==> src/rtl/mx8_scan_seq.sv <==
// Byte-to-serial sequencer for the 8:1 select mux: holds one byte on the mux
// data inputs and steps the select lines once per accepted bit.
//
// state    | meaning
// ---------+-----------------------------------------------------------
// ST_IDLE  | no byte in flight; ser_bit = IDLE_BIT, din_ready high
// ST_SHIFT | byte held in r_hold; r_cnt = number of bits already accepted
module mx8_scan_seq #(
  parameter bit   MSB_FIRST = 1'b0,
  parameter logic IDLE_BIT  = 1'b1
) (
  input  logic       sys_clk,
  input  logic       resetl,
  input  logic [7:0] din,
  input  logic       din_valid,
  output logic       din_ready,
  output logic [7:0] hold_q,
  output logic       s0,
  output logic       s1,
  output logic       s2,
  output logic       ser_bit,
  output logic       bit_valid,
  output logic       bit_last,
  input  logic       bit_ready,
  output logic       busy
);

  typedef enum logic {
    ST_IDLE  = 1'b0,
    ST_SHIFT = 1'b1
  } state_t;

  state_t     r_state;
  logic [2:0] r_cnt;
  logic [7:0] r_hold;

  logic       w_shift;
  logic       w_last;
  logic       w_load;
  logic [2:0] w_sel;

  assign w_shift = (r_state == ST_SHIFT);
  assign w_sel   = MSB_FIRST ? (3'd7 - r_cnt) : r_cnt;
  assign w_last  = w_shift && (r_cnt == 3'd7);

  // Ready never looks at din_valid, so there is no valid->ready loop.
  assign din_ready = resetl && (!w_shift || (w_last && bit_ready));
  assign w_load    = din_valid && din_ready;

  always_ff @(posedge sys_clk) begin
    if (!resetl) begin
      r_state <= ST_IDLE;
      r_cnt   <= 3'd0;
      r_hold  <= 8'h00;
    end else if (w_load) begin
      // Covers both a fresh start from idle and the back-to-back reload on bit 8.
      r_state <= ST_SHIFT;
      r_cnt   <= 3'd0;
      r_hold  <= din;
    end else if (w_shift && bit_ready) begin
      if (r_cnt == 3'd7) begin
        r_state <= ST_IDLE;
        r_cnt   <= 3'd0;
      end else begin
        r_cnt <= r_cnt + 3'd1;
      end
    end
  end

  assign hold_q    = r_hold;
  assign {s2, s1, s0} = w_sel;
  assign busy      = w_shift;
  assign bit_valid = w_shift;
  assign bit_last  = w_last;
  assign ser_bit   = w_shift ? r_hold[w_sel] : IDLE_BIT;

endmodule

==> config.mk <==
export PLATFORM = sky130hd
export DESIGN_NAME = mx8_scan_seq
export DESIGN_NICKNAME = d
export VERILOG_FILES = /design/src/rtl/mx8_scan_seq.sv
export SDC_FILE = /design/constraint.sdc
export NUM_CORES = 1
export LEC_CHECK = 0
export BUFFER_PORTS_ARGS = -buffer_cell sky130_fd_sc_hd__buf_2
export CORE_MARGIN = 1
export CORE_UTILIZATION = 40
export CTS_CLUSTER_DIAMETER = 100
export DETAILED_ROUTE_END_ITERATION = 8
export PLACE_DENSITY = 0.81
export SLEW_MARGIN = 20
export SYNTH_ARGS = -nofsm -noshare
export SYNTH_HDL_FRONTEND = slang
export SYNTH_SLANG_ARGS = --single-unit
==> constraint.sdc <==
create_clock -name sys_clk -period 1.51 [get_ports sys_clk]
set_input_delay 0.2265 -clock sys_clk [delete_from_list [all_inputs] [get_ports sys_clk]]
set_output_delay 0.2265 -clock sys_clk [all_outputs]
set_load 0.1 [all_outputs]
==> impl_metrics.py <==
metrics = {
    "yosys": {
        "synth_cells": 62,
        "synth_area_leader_cell": "dfxtp_1",
        "ys_seq_area_share_pct": 38.2,
        "ys_types": 19,
        "syn_area_sq_um": 628,
        "yosys_register_bits": 12,
        "synth_top_area_share_pct": 38.2,
        "synth_area_leaders": "dfxtp_1 38%, mux2i_1 21%, nand2_1 6.0%",
        "yosysWarnings": 0,
        "synth_nets": 76,
        "avgSynthCellArea_sq_um": 10.1,
    },
    "floorplanning": {
        "rows": 13,
        "dieArea_sq_um": 1730,
        "die_w_um": 41.6,
        "die_y_um": 41.6,
        "start_util_pct": 45.4,
        "ios": 28,
        "core_sq_um": 1380,
    },
    "placed_design": {
        "dp_slack_ns": -0.0159,
        "gp_congestion": 0.687,
        "io_buffers": 27,
    },
    "setup_path": {
        "worstPathRequired_ns": 1.28,
        "startpoint_type": "flip-flop",
        "crit_arrival_ns": 1.54,
        "crit_fanout": 6,
        "rr_startpoint": "r_cnt[2]",
        "crit_start": "r_cnt[2]",
        "path_class": "flip-flop to output pin",
        "end_kind": "output pin",
    },
    "timing": {
        "maxSlewViolCount": 0,
        "setup_violations": 2,
        "fin_crit_ns": 1.77,
        "fin_crit_sh_pct": 117,
        "worst_pin_slew_ns": 0.488,
        "setup_ws_ns": -0.257,
        "finalClockSkew_ns": 0.00429,
        "finalHoldViolations": 0,
        "rsz0062_at_grt": "yes",
        "max_freq_mhz": 566,
        "relSlewSlack_pct": 67.7,
    },
    "pwr": {
        "p_int_mw": 0.508,
        "powerDensity_nw_per_um2": 895,
        "combPwrFrac_pct": 36.8,
        "power_frac_seq_pct": 40.3,
        "p_leak_nw": 0.508,
        "sw_frac_of_total_pct": 41.2,
        "total_power_mw": 0.863,
        "vdd_drop_max_mv": 0.591,
        "power.switching_mw": 0.356,
        "clkPwrFrac_pct": 22.9,
    },
    "final_layout": {
        "drive_gt1_share_pct": 60.6,
        "diodes": 0,
        "nFillCells": 97,
        "multiInputGateArea_sq_um": 390,
        "nets": 109,
        "final_common_cell": "buf_2",
        "syn2layout_area_growth_pct": 53.6,
        "final_cell_mix": "24 x buf_2, 13 x mux2i_1, 12 x dfxtp_4, 9 x nand2_1, 8 x inv_1",
        "regArea_sq_um": 285,
    },
    "cts": {
        "clock_path_buffers": 2,
        "insertion_delay_ns": 0.27,
        "h-tree-depth": 1,
        "cts_hold_buf": 0,
        "cts_sinks": 12,
        "numCtsBuffers": 3,
        "cts_root_buf": "clkbuf_4",
        "clk_pin_slew_ns": 0.08,
        "cts_tree": "built",
    },
    "hold_path": {
        "worstHoldStart": "din[3]",
        "hold_class": "input pin to flip-flop",
    },
    "drt": {
        "drt-pass1-iter-count": 4,
        "routed_via_density": 4.77,
        "routed_wl_um": 1210,
        "antenna_left": 0,
        "drt_iter0_drc": 4,
        "drcViolationCount": 0,
        "vias": 520,
        "wl_per_cell_um": 11.1,
    },
    "grt": {
        "grt_max_degree": 16,
        "globalRouteTotalUtil_pct": 15.1,
        "antenna_found_initial": 0,
        "grt_pass1_vias": 455,
        "grt_pass1_wl_um": 1990,
        "grt_overflow": 0,
    },
    "run_status": {
        "violations": "negative setup slack",
        "status": "complete, but fails checks",
    },
    "run": {
        "cap_violations": 0,
    },
}
registers in the layout, summed over array words and instances (netlist names):
register / cells
hold_q: 8
r_cnt: 3
bit_valid: 1
final timing paths:
path / slack, ns / to / cells after the start
setup / recovery: -0.26 / ser_bit / 4
hold / removal: 0.17 / hold_q[3] / 3
setup reg to reg: 0.07 / r_cnt[1] / 6
hold reg to reg: 0.49 / hold_q[1] / 2
power by group through the flow:
stage / combinational (mW) / sequential [mW] / clock (mW)
after floorplan: 0.111 / 0.491 / 0
after global placement: 0.303 / 0.356 / 0
after detailed placement: 0.306 / 0.357 / 0
after CTS: 0.318 / 0.349 / 0.206
after global routing: 0.330 / 0.352 / 0.223
final: 0.318 / 0.348 / 0.197
logic make-up after synthesis:
| logic type | after synthesis | share of synthesized area [%] |
|---|---|---|
| flops | 12 | 38.2 |
| buf+inv | 12 | 10.8 |
| simple gates | 17 | 14.7 |
| fa+ha+maj | 2 | 3.98 |
| mux | 16 | 27.9 |
| compound gates | 3 | 4.38 |
cell type report:
class,instances,share of cell area (%)
Tap cell,15,1.95
Timing Repair Buffer,31,22.2
Sequential cell,12,29.6
Multi-Input combinational cell,39,40.5
Clock buffer,3,2.33
Clock inverter,1,0.389
Inverter,8,3.11
cell usage after synthesis, drive strengths merged:
master,count
nand2,10
mux2i,13
a32oi,1
mux2,2
mux4,1
and3,2
nor2,1
o21a,1
ha,2
nand3b,1
inv,8
clkbuf,1
a21boi,1
nor2b,2
buf,3
and2,1
dfxtp,12
metrics by stage:
| stage | hold WS (ns) | instances | TNS, ns | area (sq um) | util, % |
|---|---|---|---|---|---|
| finish | 0.174 | 109 | -0.329 | 965 | 69.8 |
| global route | 0.178 | 109 | -0.449 | 965 | 69.8 |
| CTS | 0.169 | 109 | -0.372 | 961 | 69.5 |
| detailed placement | 0.459 | 101 | -0.0346 | 880 | 63.6 |
| global placement | 0.452 | 101 | 0 | 880 | 63.6 |
| floorplan | 0.348 | 62 | -1.08 | 711 | - |
layer usage:
| layer | vias to the layer above | global-route usage (%) | part of all wire (%) |
|---|---|---|---|
| met5 | - | 0 | 0 |
| li1 | 274 | - | - |
| met3 | 2 | 4.78 | 6.1 |
| met1 | 226 | 20.6 | 50 |
| met4 | 0 | 7.74 | 0.74 |
| met2 | 18 | 21.3 | 43 |
timing repair:
action	4_1_cts	5_1_grt
cloned	1	0
setup endpoints to repair	11	9
pin swaps	2	1
setup buffers	3	0
resized for setup	4	1
worst max-delay path, cell delays in order, from the launching register on:
cell	delay (ns)
dfxtp_4	0.37
mux2i_1	0.11
mux4_2	0.54
nand2_8	0.09
buf_12	0.16
Power figures use the tool's default switching activity.
